===== src/rtl/request_scheduler_pkg.sv =====
// rtl/request_scheduler_pkg.sv - shared elevator encodings and sizes
package request_scheduler_pkg;

  localparam int NUM_FLOORS       = 4;
  localparam int FLOOR_W          = 2;
  localparam int DEBOUNCE_DEFAULT = 16;

  typedef enum logic [1:0] {
    DIR_IDLE = 2'b00,
    DIR_UP   = 2'b01,
    DIR_DOWN = 2'b10
  } dir_t;

endpackage


===== src/rtl/request_scheduler_if.sv =====
// rtl/request_scheduler_if.sv - scheduler <-> car Interface bus
interface request_scheduler_if;
  import request_scheduler_pkg::*;

  logic [FLOOR_W-1:0] Level;
  logic               arrived;
  logic [FLOOR_W-1:0] target;
  logic               target_valid;
  dir_t               dir;

  modport master (
    input  Level,
    input  arrived,
    output target,
    output target_valid,
    output dir
  );

  modport slave (
    output Level,
    output arrived,
    input  target,
    input  target_valid,
    input  dir
  );

endinterface


===== src/rtl/button_debouncer.sv =====
// rtl/button_debouncer.sv - 2-flop synchronizer plus stable-count debouncer
module button_debouncer #(
  parameter int DEBOUNCE_CYCLES = 16,
  parameter int CNT_W           = 5
) (
  input  logic clk,
  input  logic reset,
  input  logic button,
  output logic level
);

  localparam logic [CNT_W-1:0] CNT_LAST = CNT_W'(DEBOUNCE_CYCLES - 1);

  logic             sync1;
  logic             sync2;
  logic [CNT_W-1:0] cnt;

  always_ff @(posedge clk or negedge reset) begin
    if (!reset) begin
      sync1 <= 1'b0;
      sync2 <= 1'b0;
      cnt   <= '0;
      level <= 1'b0;
    end else begin
      sync1 <= button;
      sync2 <= sync1;
      // Any sample agreeing with the current level restarts the stability count.
      if (sync2 == level) begin
        cnt <= '0;
      end else if (cnt == CNT_LAST) begin
        level <= ~level;
        cnt   <= '0;
      end else begin
        cnt <= cnt + 1'b1;
      end
    end
  end

endmodule


===== src/rtl/request_scheduler.sv =====
// rtl/request_scheduler.sv - button debounce, per-floor request latch and SCAN direction FSM
module request_scheduler
  import request_scheduler_pkg::*;
#(
  parameter int DEBOUNCE_CYCLES = DEBOUNCE_DEFAULT,
  parameter int CNT_W           = 5
) (
  input  logic                   clk,
  input  logic                   reset,
  input  logic                   enable,
  input  logic                   Button1,
  input  logic                   Button2,
  input  logic                   Button3,
  input  logic                   Button4,
  input  logic                   Button5,
  input  logic                   Button6,
  input  logic                   Button7,
  request_scheduler_if.master    bus,
  output logic [NUM_FLOORS-1:0]  pending
);

  logic [6:0]            raw;
  logic [6:0]            deb;
  logic [6:0]            deb_q;
  logic [6:0]            rise;
  logic [NUM_FLOORS-1:0] set_req;
  logic [NUM_FLOORS-1:0] clr_req;

  assign raw = {Button7, Button6, Button5, Button4, Button3, Button2, Button1};

  for (genvar i = 0; i < 7; i++) begin : g_deb
    button_debouncer #(
      .DEBOUNCE_CYCLES(DEBOUNCE_CYCLES),
      .CNT_W          (CNT_W)
    ) u_deb (
      .clk   (clk),
      .reset (reset),
      .button(raw[i]),
      .level (deb[i])
    );
  end

  // Buttons 1-4 are cab calls for floors 0-3; buttons 5-7 are hall calls for floors 1-3.
  assign rise    = deb & ~deb_q;
  assign set_req = {rise[3] | rise[6], rise[2] | rise[5], rise[1] | rise[4], rise[0]};
  assign clr_req = bus.arrived ? (4'b0001 << bus.Level) : 4'b0000;

  always_ff @(posedge clk or negedge reset) begin
    if (!reset) begin
      deb_q   <= '0;
      pending <= '0;
    end else begin
      deb_q   <= deb;
      pending <= (pending | set_req) & ~clr_req;
    end
  end

  dir_t                  state;
  dir_t                  state_n;
  logic [FLOOR_W-1:0]    target_r;
  logic [FLOOR_W-1:0]    target_n;
  logic                  valid_r;
  logic [NUM_FLOORS-1:0] above;
  logic [NUM_FLOORS-1:0] below;
  logic [FLOOR_W-1:0]    low_above;
  logic [FLOOR_W-1:0]    high_below;
  logic                  here;

  always_comb begin
    above      = '0;
    below      = '0;
    low_above  = '0;
    high_below = '0;
    for (int f = 0; f < NUM_FLOORS; f++) begin
      if (f > int'(bus.Level)) above[f] = pending[f];
      if (f < int'(bus.Level)) below[f] = pending[f];
    end
    for (int f = NUM_FLOORS - 1; f >= 0; f--) begin
      if (above[f]) low_above = FLOOR_W'(f);
    end
    for (int f = 0; f < NUM_FLOORS; f++) begin
      if (below[f]) high_below = FLOOR_W'(f);
    end
    here = pending[bus.Level];
  end

  always_comb begin
    state_n  = state;
    target_n = target_r;
    unique case (state)
      DIR_IDLE: begin
        if (|above) begin
          state_n  = DIR_UP;
          target_n = low_above;
        end else if (|below) begin
          state_n  = DIR_DOWN;
          target_n = high_below;
        end else if (here) begin
          target_n = bus.Level;
        end
      end
      DIR_UP: begin
        if (|above) begin
          target_n = low_above;
        end else if (|below) begin
          state_n  = DIR_DOWN;
          target_n = high_below;
        end else if (here) begin
          target_n = bus.Level;
        end else begin
          state_n = DIR_IDLE;
        end
      end
      DIR_DOWN: begin
        if (|below) begin
          target_n = high_below;
        end else if (|above) begin
          state_n  = DIR_UP;
          target_n = low_above;
        end else if (here) begin
          target_n = bus.Level;
        end else begin
          state_n = DIR_IDLE;
        end
      end
      default: state_n = DIR_IDLE;
    endcase
    // Disabled: requests still latch but direction and target are frozen.
    if (!enable) begin
      state_n  = state;
      target_n = target_r;
    end
  end

  always_ff @(posedge clk or negedge reset) begin
    if (!reset) begin
      state    <= DIR_IDLE;
      target_r <= '0;
      valid_r  <= 1'b0;
    end else begin
      state    <= state_n;
      target_r <= target_n;
      valid_r  <= enable & (|pending);
    end
  end

  assign bus.dir          = state;
  assign bus.target       = target_r;
  assign bus.target_valid = valid_r;

endmodule


===== src/flat_wrapper.sv =====
// flat-port wrapper written by rule: the top's interface ports become plain ports
module request_scheduler_flat import request_scheduler_pkg::*;
#(
  parameter int DEBOUNCE_CYCLES = DEBOUNCE_DEFAULT,
  parameter int CNT_W           = 5
)
  (clk, reset, enable, Button1, Button2, Button3, Button4, Button5, Button6, Button7, pending, bus_Level, bus_arrived, bus_target, bus_target_valid, bus_dir);
  request_scheduler_if bus_i ();
  input  logic clk;
  input  logic reset;
  input  logic enable;
  input  logic Button1;
  input  logic Button2;
  input  logic Button3;
  input  logic Button4;
  input  logic Button5;
  input  logic Button6;
  input  logic Button7;
  output logic [NUM_FLOORS-1:0] pending;
  input wire logic [$bits(bus_i.Level)-1:0] bus_Level;
  input wire logic [$bits(bus_i.arrived)-1:0] bus_arrived;
  output wire logic [$bits(bus_i.target)-1:0] bus_target;
  output wire logic [$bits(bus_i.target_valid)-1:0] bus_target_valid;
  output wire logic [$bits(bus_i.dir)-1:0] bus_dir;
  assign bus_i.Level = bus_Level;
  assign bus_i.arrived = bus_arrived;
  assign bus_target = bus_i.target;
  assign bus_target_valid = bus_i.target_valid;
  assign bus_dir = bus_i.dir;
  request_scheduler #(.DEBOUNCE_CYCLES(DEBOUNCE_CYCLES), .CNT_W(CNT_W)) u_core (.clk(clk), .reset(reset), .enable(enable), .Button1(Button1), .Button2(Button2), .Button3(Button3), .Button4(Button4), .Button5(Button5), .Button6(Button6), .Button7(Button7), .bus(bus_i), .pending(pending));
endmodule

===== config.mk =====
export PLATFORM = sky130hd
export DESIGN_NAME = request_scheduler_flat
export DESIGN_NICKNAME = d
export VERILOG_FILES = /design/src/rtl/request_scheduler_pkg.sv /design/src/rtl/request_scheduler_if.sv /design/src/rtl/button_debouncer.sv /design/src/rtl/request_scheduler.sv /design/src/flat_wrapper.sv
export SDC_FILE = /design/constraint.sdc
export NUM_CORES = 1
export LEC_CHECK = 0
export CORE_MARGIN = 2
export CORE_UTILIZATION = 49
export CTS_BUF_LIST = sky130_fd_sc_hd__clkbuf_16
export DETAILED_ROUTE_END_ITERATION = 8
export PLACE_DENSITY = 0.68
export SYNTH_ARGS = -nofsm -noshare
export SYNTH_HDL_FRONTEND = slang
export SYNTH_HIERARCHICAL = 1
export SYNTH_SLANG_ARGS = --single-unit

===== constraint.sdc =====
create_clock -name clk -period 2.7 [get_ports clk]
set_input_delay 0.27 -clock clk [delete_from_list [all_inputs] [get_ports clk]]
set_output_delay 0.27 -clock clk [all_outputs]
set_load 0.05 [all_outputs]

## Word-level counts from Yosys, hierarchy flattened

Cells that the tools add are included.

- Shift-type cells: 1
- Mux-type cells: 42
- Order comparisons: 7
- Bitwise operators: 23
- Add/sub/neg operators: 7
- Reduce and logical (&&, ||, !) cells: 15
- Equality and inequality tests: 19

Operators by type and width:

| cell | count |
|---|---|
| two-way mux 5 bit | 14 |
| adder 5 x 1 -> 5 bit, second input constant | 7 |
| == test 5 x 4 -> 1 bit, second input constant | 7 |
| two-way mux 2 bit | 16 |
| AND reduction 2 bit | 8 |
| inverter 1 bit | 14 |
| two-way mux 1 bit | 8 |
| bitwise AND 7 bit | 1 |
| == test 1 bit | 7 |
| inverter 7 bit | 1 |
| one-hot mux 2 bit (3 select lines) | 1 |
| OR reduction 3 bit | 2 |
| bitwise AND 4 bit | 1 |
| greater-than comparator 2 bit, first input constant | 2 |
| less-than comparator 1 x 2 -> 1 bit, first input constant | 2 |
| two-way mux 4 bit | 1 |
| inequality test 2 bit, second input constant | 2 |
| inverter 4 bit | 1 |
| bitwise OR 4 bit | 1 |
| one-hot mux 2 bit (2 select lines) | 1 |
| AND reduction 4 bit | 1 |
| OR reduction 4 bit | 1 |
| << shifter 1 x 2 -> 4 bit, first input constant | 1 |
| less-than comparator 2 x 3 -> 1 bit, second input constant | 1 |
| other kinds (11) | 13 |

- Output and inout bits: 9
- Flip-flop bits (word level): 72
- Bits of input ports: 13
- Logic and storage cells: 147

## Logic depth before layout (Yosys ltp)

Gate-level depths: netlist of run 1.

- Depth after elaboration: 8
- Mapped depth: 6
- Mapped depth without buffers: 4

## Cells and area by module

The synthesis of run 1 kept the hierarchy.

By module, submodules not included:

| module | area an instance (um^2) | sequential area each (um^2) | cells an instance | instances |
|---|---|---|---|---|
| button_debouncer | 311.5 | 200.2 | 23 | 7 |
| request_scheduler | 923.4 | 400.4 | 93 | 1 |

## Worst setup path before layout of run 1

OpenSTA, ideal clock, no wires.

- Path type: register -> register
- Start point: register u_core.pending[0]
- End point: register u_core.target_r[0], in the netlist u_core/bus.target[0]
- Stages on the path, launching flop included: 6
- Buffers on the path: 1
- Data required time: 2.614 ns
- Arrival time: 1.640 ns
- Setup slack: 0.974 ns
- Clock period less this slack: 1.726 ns
- Library setup time: 0.086 ns
- Cells stage by stage: dfrtp_1 buf_4 or4b_1 a31oi_1 a31oi_1 o221ai_2

- Longest elaborated chain between the ends: 6
- Elaborated cells on any way between the ends: 10
- Those cells by class: mux: 9; reduce/logical: 1

Ends and longest elaborated chain:

| element | line | source |
|---|---|---|
| start: declaration | request_scheduler.sv:19 | `output logic [NUM_FLOORS-1:0] pending` |
| start signal: assignment | request_scheduler.sv:54 | `pending <= (pending \| set_req) & ~clr_req;` |
| binary-select mux 1 bit (select 2 bit) | request_scheduler.sv:84 | `here = pending[bus.Level];` |
| two-way mux 1 bit (not written as such) | request_scheduler.sv:84 |  |
| two-way mux 2 bit | -- |  |
| two-way mux 2 bit (on tied branches) | -- |  |
| two-way mux 2 bit (on tied branches) | request_scheduler.sv:115, request_scheduler.sv:103 |  |
| one-hot mux 2 bit (2 select lines) (*) | request_scheduler.sv:90 | `unique case (state)` |
| end signal: assignment | request_scheduler.sv:142 | `target_r <= target_n;` |
| end: declaration | request_scheduler.sv:60 | `logic [FLOOR_W-1:0] target_r;` |

Mark *: on every way between the ends. The rest lies on a longest branch, timed or not. The select of a mux whose other input is x is not followed.
A chain may end at the register's enable or synchronous reset.

## Final worst setup path of run 1

- Start point: register u_core.pending[3]
- End point: output pending[3]

RTL lines:

| element | line | source |
|---|---|---|
| end: declaration | flat_wrapper.sv:19 | `output logic [NUM_FLOORS-1:0] pending;` |

No word-level cell between the ends.

==> run_summary.xml, run 1 <==
<?xml version="1.0" encoding="UTF-8"?>
<metrics>
  <group name="final_layout">
    <metric name="n_fill_cell" unit="">501</metric>
    <metric name="drive_above_1_share" unit="%">19.2</metric>
    <metric name="ff_latch_area" unit="um^2">1800</metric>
    <metric name="multi_input_area" unit="um^2">1180</metric>
    <metric name="final_net_count" unit="">301</metric>
    <metric name="area.growth.synth_to_final" unit="%">17.0</metric>
    <metric name="antenna_cells" unit="">0</metric>
  </group>
  <group name="synthesis">
    <metric name="syn-instance-count" unit="">254</metric>
    <metric name="synth_compound_gate_area_share" unit="%">10.3</metric>
    <metric name="synth.yosys.warnings" unit="">6</metric>
    <metric name="post_synth_and_or_nand_nor_area_fraction" unit="%">15.2</metric>
    <metric name="syn_area_per_cell" unit="um^2">12.2</metric>
    <metric name="postSynthRegisterBits" unit="">72</metric>
    <metric name="combined_area_of_all_synthesized_cells" unit="um^2">3100</metric>
    <metric name="synth_fp_nets" unit="">274</metric>
    <metric name="yosysUniqueCellTypes" unit="">47</metric>
    <metric name="synthXorXnorAreaFrac" unit="%">5.93</metric>
    <metric name="dominant_combinational_cell_family_by_area_after_synthesis" unit="">simple AND/OR/NAND/NOR gates</metric>
    <metric name="synth_sequential_area_ratio" unit="%">58.0</metric>
    <metric name="synthAdderAreaFrac" unit="%">2.82</metric>
    <metric name="synth_mux_area_share" unit="%">3.63</metric>
  </group>
  <group name="die">
    <metric name="initial_cell_density_of_the_core" unit="%">51.5</metric>
    <metric name="rows" unit="">28</metric>
    <metric name="die_area" unit="um^2">6990</metric>
    <metric name="floorplan.core_area" unit="um^2">6030</metric>
    <metric name="io-pin-count" unit="">22</metric>
    <metric name="die_width" unit="um">83.6</metric>
    <metric name="die_y" unit="um">83.6</metric>
  </group>
  <group name="critical_path">
    <metric name="worst_ep_required_time" unit="ns">2.43</metric>
    <metric name="cp_max_delay_cell" unit="">sky130_fd_sc_hd__clkdlybuf4s50_1</metric>
    <metric name="worstSetupStartpointType" unit="">flop</metric>
    <metric name="crit_path_cell_trace" unit="">clkdlybuf4s50_1</metric>
    <metric name="largest_delay_contributor_family_on_the_critical_path" unit="">buffers and inverters</metric>
    <metric name="critical_path.max_fanout" unit="">15</metric>
    <metric name="worst_ep_arrival_time" unit="ns">1.79</metric>
    <metric name="crit_buf_inv" unit="">1</metric>
    <metric name="critical_path_s_largest_stage_delay" unit="ns">0.89</metric>
    <metric name="worst_setup_path_end_kind" unit="">output port</metric>
    <metric name="criticalPathCategory" unit="">flop to output port</metric>
  </group>
  <group name="global_route">
    <metric name="vias_in_the_first_global_route" unit="">1893</metric>
    <metric name="grt_first_pass_wirelength" unit="um">8540</metric>
    <metric name="grt_util_all_layers" unit="%">15.5</metric>
    <metric name="largest_net_degree_at_the_start_of_global_routing" unit="">40</metric>
    <metric name="globalRouteOverflowTotal" unit="">0</metric>
    <metric name="antenna_found_initial" unit="">0</metric>
  </group>
  <group name="pwr">
    <metric name="total_power_per_unit_cell_area" unit="nW/um^2">660</metric>
    <metric name="worst_ir_drop_vdd" unit="uV">356</metric>
    <metric name="cellLeakagePower" unit="nW">1.75</metric>
  </group>
  <group name="timing">
    <metric name="setup-tns-final" unit="ns">0</metric>
    <metric name="hold_viol" unit="">0</metric>
    <metric name="post-route-period-util" unit="%">76.3</metric>
    <metric name="worst_slew_pin_slew" unit="ns">0.759</metric>
    <metric name="setup_violators_final" unit="">0</metric>
    <metric name="final_max_slew_violation_count" unit="">0</metric>
    <metric name="timing.final.ws_setup" unit="ns">0.640</metric>
    <metric name="slew-limit-headroom" unit="%">49.4</metric>
    <metric name="maxClockFrequency" unit="MHz">485</metric>
    <metric name="final_period_minus_worst_setup_slack" unit="ns">2.06</metric>
    <metric name="rsz0062_at_grt" unit="">no</metric>
    <metric name="largest_clock_skew_in_the_final_design" unit="ns">0.00420</metric>
  </group>
  <group name="place">
    <metric name="port_buffers" unit="">21</metric>
    <metric name="gp_congestion" unit="">0.740</metric>
    <metric name="pre_cts_slack" unit="ns">0.629</metric>
    <metric name="post-dp-hpwl" unit="um">3220</metric>
  </group>
  <group name="clock_network">
    <metric name="cts.repair.resized" unit="">0</metric>
    <metric name="cts.root.buffer_cell" unit="">sky130_fd_sc_hd__clkbuf_16</metric>
    <metric name="postCtsHoldBufs" unit="">0</metric>
    <metric name="maximum_level_of_the_cts_h_tree" unit="">3</metric>
    <metric name="tritoncts" unit="">built</metric>
    <metric name="cts.sink_count" unit="">72</metric>
    <metric name="clk-insertion-delay-late" unit="ns">0.32</metric>
    <metric name="cts_inserted_buffers" unit="">9</metric>
    <metric name="post_cts.repair.setup_buffers" unit="">0</metric>
    <metric name="cts-root-to-sink-buffers" unit="">2</metric>
    <metric name="cts.clk_slew.worst_paths" unit="ns">0.05</metric>
  </group>
  <group name="routing">
    <metric name="drt-initial-drc-count" unit="">154</metric>
    <metric name="ant_nets" unit="">0</metric>
    <metric name="drt_pass1_iterations" unit="">4</metric>
    <metric name="routed-via-count" unit="">1907</metric>
    <metric name="postRouteWirelength" unit="um">4700</metric>
    <metric name="remaining_routing_drc_violations" unit="">0</metric>
    <metric name="wl_per_cell" unit="um">13.0</metric>
    <metric name="vias_per_cell" unit="">5.28</metric>
  </group>
  <group name="job">
    <metric name="maxCapViolations" unit="">0</metric>
  </group>
  <group name="outcome">
    <metric name="run_status" unit="">complete, no violations</metric>
  </group>
  <group name="min_path">
    <metric name="hold_class" unit="">input pin to async pin</metric>
  </group>
</metrics>
-- sequential cells by signal (all words and copies together), names as in the netlist --
signal,cells
u_core/g_deb.u_deb/cnt,35
u_core/g_deb.u_deb/level,7
u_core/bus.target_valid,1
u_core/pending,4
u_core/g_deb.u_deb/sync1,7
u_core/g_deb.u_deb/sync2,7
u_core/bus.target,2
u_core/bus.dir,2
u_core/deb_q,7
-- power breakdown --
part | total [W] | switching [W] | internal (W)
combinational | 0.000233 | 0.000140 | 0.0000933
clock | 0.00100 | 0.000398 | 0.000602
sequential | 0.00117 | 0.0000367 | 0.00113
total | 0.00240 | 0.000574 | 0.00182
-- cell usage after synthesis, drive strengths merged --
cell type / number / area, um^2
o221ai: 4 / 41.3
ha: 7 / 87.6
and2: 7 / 43.8
nor2: 30 / 148
o211ai: 2 / 15.0
nor4: 1 / 6.26
or4b: 1 / 10.0
o2111ai: 1 / 8.76
a31oi: 6 / 37.5
a211o: 1 / 8.76
or4bb: 1 / 11.3
nor2b: 2 / 12.5
buf: 6 / 51.3
dfrtp: 72 / 1800
inv: 19 / 71.3
a22oi: 1 / 7.51
a21o: 1 / 7.51
nor3: 1 / 5.00
xor2: 21 / 184
a221o: 1 / 10.0
a21boi: 1 / 7.51
o21ai: 16 / 106
a2bb2oi: 1 / 8.76
a22o: 1 / 8.76
clkbuf: 1 / 3.75
or2: 1 / 8.76
nor4bb: 1 / 10.0
a21oi: 2 / 10.0
nand3: 16 / 115
or4: 1 / 7.51
nand2b: 3 / 18.8
nand2: 3 / 11.3
a221oi: 4 / 41.3
mux2: 8 / 90.1
and3: 7 / 52.6
nand4: 2 / 12.5
mux4: 1 / 22.5
-- cells in the final DEF (no fill, tap or decap), types with 2 or more instances in the layout --
master,count
sky130_fd_sc_hd__clkinv_1,3
sky130_fd_sc_hd__nand2b_1,3
sky130_fd_sc_hd__nand2_1,3
sky130_fd_sc_hd__nand3_1,9
sky130_fd_sc_hd__and3_2,7
sky130_fd_sc_hd__o221ai_1,3
sky130_fd_sc_hd__a21oi_1,2
sky130_fd_sc_hd__dfrtp_1,72
sky130_fd_sc_hd__nor2_2,14
sky130_fd_sc_hd__o211ai_1,2
sky130_fd_sc_hd__a31oi_1,6
sky130_fd_sc_hd__nor2b_1,2
sky130_fd_sc_hd__a221oi_1,3
sky130_fd_sc_hd__xor2_1,21
sky130_fd_sc_hd__ha_1,7
sky130_fd_sc_hd__mux2_1,7
sky130_fd_sc_hd__clkdlybuf4s50_1,20
sky130_fd_sc_hd__o21ai_0,8
sky130_fd_sc_hd__clkbuf_16,9
sky130_fd_sc_hd__nor2_1,16
sky130_fd_sc_hd__o21ai_2,7
sky130_fd_sc_hd__nand4_1,2
sky130_fd_sc_hd__and2_1,7
sky130_fd_sc_hd__nand3_2,7
sky130_fd_sc_hd__inv_1,20
-- routing by layer --
metal | wire length [um] | share of wire [%] | track usage, % | vias up
met5 | 0 | 0 | 0 | -
met4 | 53 | 1.1 | 6.60 | 0
met3 | 209 | 4.4 | 5.74 | 6
met2 | 2170 | 46 | 22.1 | 31
met1 | 2260 | 48 | 21.3 | 925
li1 | - | - | - | 945
-- logic make-up after synthesis --
kind of cell               Yosys count
and+or+nand+nor                     77
DFF                                 72
AOI/OAI and AO/OA                   42
buffers and inverters               26
xor gates and xnor gates            21
muxes                                9
adders and majority gates            7
-- cell type report --
class,instances,share of cell area (%)
clock buffers,9,6.20
clock inverters,7,0.861
inverters,19,1.96
multi-input cells,156,32.4
flip-flops and latches,72,49.6
well taps,75,2.58
repair buffers,23,6.41
-- path summary, 6_finish.rpt --
kind,to,from,cells past startpoint,slack [ns]
worst max register to register,u_core/bus.target[0]$_DFFE_PN0P_,u_core/pending[2]$_DFF_PN0_,4,1.12
worst min register to register,u_core/g_deb[6].u_deb/sync2$_DFF_PN0_,u_core/g_deb[6].u_deb/sync1$_DFF_PN0_,0,0.35
max in group asynchronous,u_core/g_deb[0].u_deb/sync2$_DFF_PN0_,reset,2,2.03
worst min-delay path,u_core/g_deb[5].u_deb/sync2$_DFF_PN0_,reset,1,0.02
min in group clk,u_core/g_deb[6].u_deb/sync2$_DFF_PN0_,u_core/g_deb[6].u_deb/sync1$_DFF_PN0_,0,0.35
worst max-delay path,pending[3],u_core/pending[3]$_DFF_PN0_,1,0.64
-- through the flow --
step                hold WS (ns)  power (W)  instance area, um^2  util [%]  instances
floorplan                -0.0256    0.00133                 3100         -        254
finish                    0.0208    0.00240                 3630      60.3        361
global route              0.0851    0.00252                 3630      60.3        361
global placement           0.333    0.00142                 3380      56.0        345
detailed placement         0.336    0.00142                 3380      56.0        345
CTS                       0.0429    0.00244                 3630      60.3        361
Note: power is estimated with default switching activity, not from simulation.
==> run 2, diff against run 1 <==
Clock period 2.7 ns to 2 ns, I/O delays scaled along.
==> run 2 against run 1 <==
Non-clock buffer count grew 6. Cell area increased by 2.8%. Sequential cell count is the same. Clock skew about the same. Worst setup slack got worse by 0.58 ns. Critical path depth unchanged. Register-to-register slack worse by 0.71 ns. Clock power increased by 63%.
==> run_summary.xml, run 2 (synthesis results as in run 1) <==
<?xml version="1.0" encoding="UTF-8"?>
<metrics>
  <group name="final_layout">
    <metric name="mostFrequentLayoutCells" unit="">72 x sky130_fd_sc_hd__dfrtp_1, 21 x sky130_fd_sc_hd__xor2_1, 18 x sky130_fd_sc_hd__inv_1</metric>
    <metric name="post-route-util" unit="%">62.0</metric>
    <metric name="postLayoutCellArea" unit="um^2">3730</metric>
    <metric name="mostFrequentLayoutCell" unit="">sky130_fd_sc_hd__dfrtp_1</metric>
    <metric name="largest_reg_flops" unit="">35</metric>
    <metric name="drive_above_1_share" unit="%">21.6</metric>
    <metric name="area.growth.synth_to_final" unit="%">20.3</metric>
    <metric name="largest_register" unit="">u_core/g_deb.u_deb/cnt</metric>
    <metric name="antenna_cells" unit="">0</metric>
    <metric name="final_net_count" unit="">307</metric>
  </group>
  <group name="routing">
    <metric name="ant_nets" unit="">0</metric>
    <metric name="drt_pass1_iterations" unit="">4</metric>
    <metric name="postRouteWirelength" unit="um">4820</metric>
    <metric name="routed-via-count" unit="">1908</metric>
    <metric name="vias_per_cell" unit="">5.20</metric>
    <metric name="wl_per_cell" unit="um">13.1</metric>
    <metric name="drt-initial-drc-count" unit="">97</metric>
    <metric name="remaining_routing_drc_violations" unit="">0</metric>
  </group>
  <group name="timing">
    <metric name="largest_clock_skew_in_the_final_design" unit="ns">0.00445</metric>
    <metric name="worst_slew_pin_slew" unit="ns">0.528</metric>
    <metric name="maxClockFrequency" unit="MHz">516</metric>
    <metric name="final_max_slew_violation_count" unit="">0</metric>
    <metric name="post-route-period-util" unit="%">96.9</metric>
    <metric name="final_period_minus_worst_setup_slack" unit="ns">1.94</metric>
    <metric name="slew-limit-headroom" unit="%">64.7</metric>
    <metric name="setup-tns-final" unit="ns">0</metric>
    <metric name="setup_violators_final" unit="">0</metric>
    <metric name="hold_viol" unit="">0</metric>
    <metric name="timing.final.ws_setup" unit="ns">0.0624</metric>
    <metric name="rsz0062_at_grt" unit="">no</metric>
  </group>
  <group name="critical_path">
    <metric name="worst_ep_arrival_time" unit="ns">1.74</metric>
    <metric name="worst_ep_required_time" unit="ns">1.80</metric>
    <metric name="crit_path_cell_trace" unit="">clkdlybuf4s50_1</metric>
    <metric name="crit_buf_inv" unit="">1</metric>
    <metric name="critical_path_s_largest_stage_delay" unit="ns">0.87</metric>
    <metric name="criticalPathCategory" unit="">flop to output port</metric>
    <metric name="worstSetupStartpointType" unit="">flop</metric>
    <metric name="worst_setup_path_end_kind" unit="">output port</metric>
    <metric name="critical_path.max_fanout" unit="">11</metric>
    <metric name="largest_delay_contributor_family_on_the_critical_path" unit="">buffers and inverters</metric>
    <metric name="worstReg2RegStart" unit="">u_core/pending[2]$_DFF_PN0_</metric>
    <metric name="critPathLaunch" unit="">u_core/pending[0]$_DFF_PN0_</metric>
    <metric name="cp_max_delay_cell" unit="">sky130_fd_sc_hd__clkdlybuf4s50_1</metric>
  </group>
  <group name="global_route">
    <metric name="vias_in_the_first_global_route" unit="">1904</metric>
    <metric name="globalRouteOverflowTotal" unit="">0</metric>
    <metric name="grt_util_all_layers" unit="%">15.6</metric>
    <metric name="antenna_found_initial" unit="">0</metric>
    <metric name="grt_first_pass_wirelength" unit="um">8610</metric>
    <metric name="largest_net_degree_at_the_start_of_global_routing" unit="">29</metric>
  </group>
  <group name="clock_network">
    <metric name="cts.root.buffer_cell" unit="">sky130_fd_sc_hd__clkbuf_16</metric>
    <metric name="maximum_level_of_the_cts_h_tree" unit="">3</metric>
    <metric name="cts_inserted_buffers" unit="">9</metric>
    <metric name="cts-root-to-sink-buffers" unit="">2</metric>
    <metric name="tritoncts" unit="">built</metric>
    <metric name="cts.sink_count" unit="">72</metric>
    <metric name="post_cts.repair.setup_buffers" unit="">0</metric>
    <metric name="cts.clk_slew.worst_paths" unit="ns">0.05</metric>
    <metric name="clk-insertion-delay-late" unit="ns">0.32</metric>
  </group>
  <group name="min_path">
    <metric name="hold_class" unit="">input pin to flop</metric>
    <metric name="timing.hold.worst.start" unit="">Button7</metric>
  </group>
  <group name="place">
    <metric name="post-dp-hpwl" unit="um">3240</metric>
    <metric name="pre_cts_slack" unit="ns">0.102</metric>
    <metric name="port_buffers" unit="">21</metric>
    <metric name="gp_congestion" unit="">0.783</metric>
    <metric name="placed_cell_area" unit="um^2">3410</metric>
  </group>
  <group name="outcome">
    <metric name="run_status" unit="">complete, no violations</metric>
  </group>
  <group name="die">
    <metric name="die_area" unit="um^2">6990</metric>
    <metric name="io-pin-count" unit="">22</metric>
    <metric name="floorplan.core_area" unit="um^2">6030</metric>
    <metric name="initial_cell_density_of_the_core" unit="%">51.5</metric>
    <metric name="die_width" unit="um">83.6</metric>
    <metric name="rows" unit="">28</metric>
    <metric name="die_y" unit="um">83.6</metric>
  </group>
  <group name="pwr">
    <metric name="worst_ir_drop_vdd" unit="uV">642</metric>
    <metric name="total_power_per_unit_cell_area" unit="nW/um^2">948</metric>
    <metric name="total_power" unit="W">0.00354</metric>
    <metric name="cellLeakagePower" unit="nW">1.82</metric>
  </group>
  <group name="job">
    <metric name="maxCapViolations" unit="">0</metric>
  </group>
</metrics>
run 2: cell types whose count changed in the layout (fill, tap and decap cells not counted):
| cell | delta |
|---|---|
| sky130_fd_sc_hd__buf_4 | +6 |
| sky130_fd_sc_hd__dlygate4sd3_1 | +1 |
| sky130_fd_sc_hd__clkinvlp_4 | +1 |
| sky130_fd_sc_hd__dlygate4sd2_1 | +1 |
| sky130_fd_sc_hd__inv_1 | -2 |
| sky130_fd_sc_hd__dlymetal6s2s_1 | +1 |
| sky130_fd_sc_hd__clkdlybuf4s50_1 | -3 |
| sky130_fd_sc_hd__clkinv_2 | -1 |
| sky130_fd_sc_hd__bufinv_16 | +2 |
run 2: metal layers:
layer,global-route usage (%),share of wire [%],routed length (um)
met2,22.6,45,2190
met4,7.77,1.8,85
met3,4.65,4.3,209
met1,21.3,48,2330
met5,0,0,0
run 2: metrics by stage:
stage               std cells  hold slack (ns)
floorplan                 254          -0.0956
global placement          350            0.191
detailed placement        350            0.191
CTS                       367            0.302
global route              367            0.316
finish                    367            0.314
run 2: final timing paths:
| path | end | slack (ns) | depth (start not counted) |
|---|---|---|---|
| worst max-delay path | pending[0] | 0.06 | 1 |
| worst min-delay path | u_core/g_deb[6].u_deb/sync1$_DFF_PN0_ | 0.31 | 1 |
| worst max register to register | u_core/bus.target[0]$_DFFE_PN0P_ | 0.41 | 4 |
| worst min register to register | u_core/g_deb[0].u_deb/sync2$_DFF_PN0_ | 0.35 | 0 |
| max in group asynchronous | u_core/g_deb[1].u_deb/level$_DFFE_PN0P_ | 1.05 | 3 |
| min in group asynchronous | u_core/g_deb[3].u_deb/cnt[0]$_DFF_PN0_ | 0.37 | 2 |
run 2: layout make-up:
class,instances,area (um^2)
timing repair buffer,29,279
multi-input combinational,156,1180
fill,504,2290
sequential,72,1800
clock buffer,9,225
clock inverter,7,86.3
inverter,19,71.3
tap,75,93.8
run 2: where the power goes:
group | total [W] | switching [W] | internal, W
sequential | 0.00158 | 0.0000545 | 0.00152
combinational | 0.000325 | 0.000192 | 0.000132
clock | 0.00163 | 0.000557 | 0.00108
run 2: repair_timing:
| item | CTS | global route |
|---|---|---|
| gates resized for setup | 1 | 1 |
| cloned | 0 | 0 |
| hold buffers | 1 | 0 |
| endpoints found under the setup margin | 1 | 1 |
| hold endpoints to repair | 19 | 0 |
==> run 3, diff against run 2 <==
Settings changed: GPL_ROUTABILITY_DRIVEN set to 0.
==> results of run 3 <==
Final layout, timing and power as in run 2 (identical DEF).
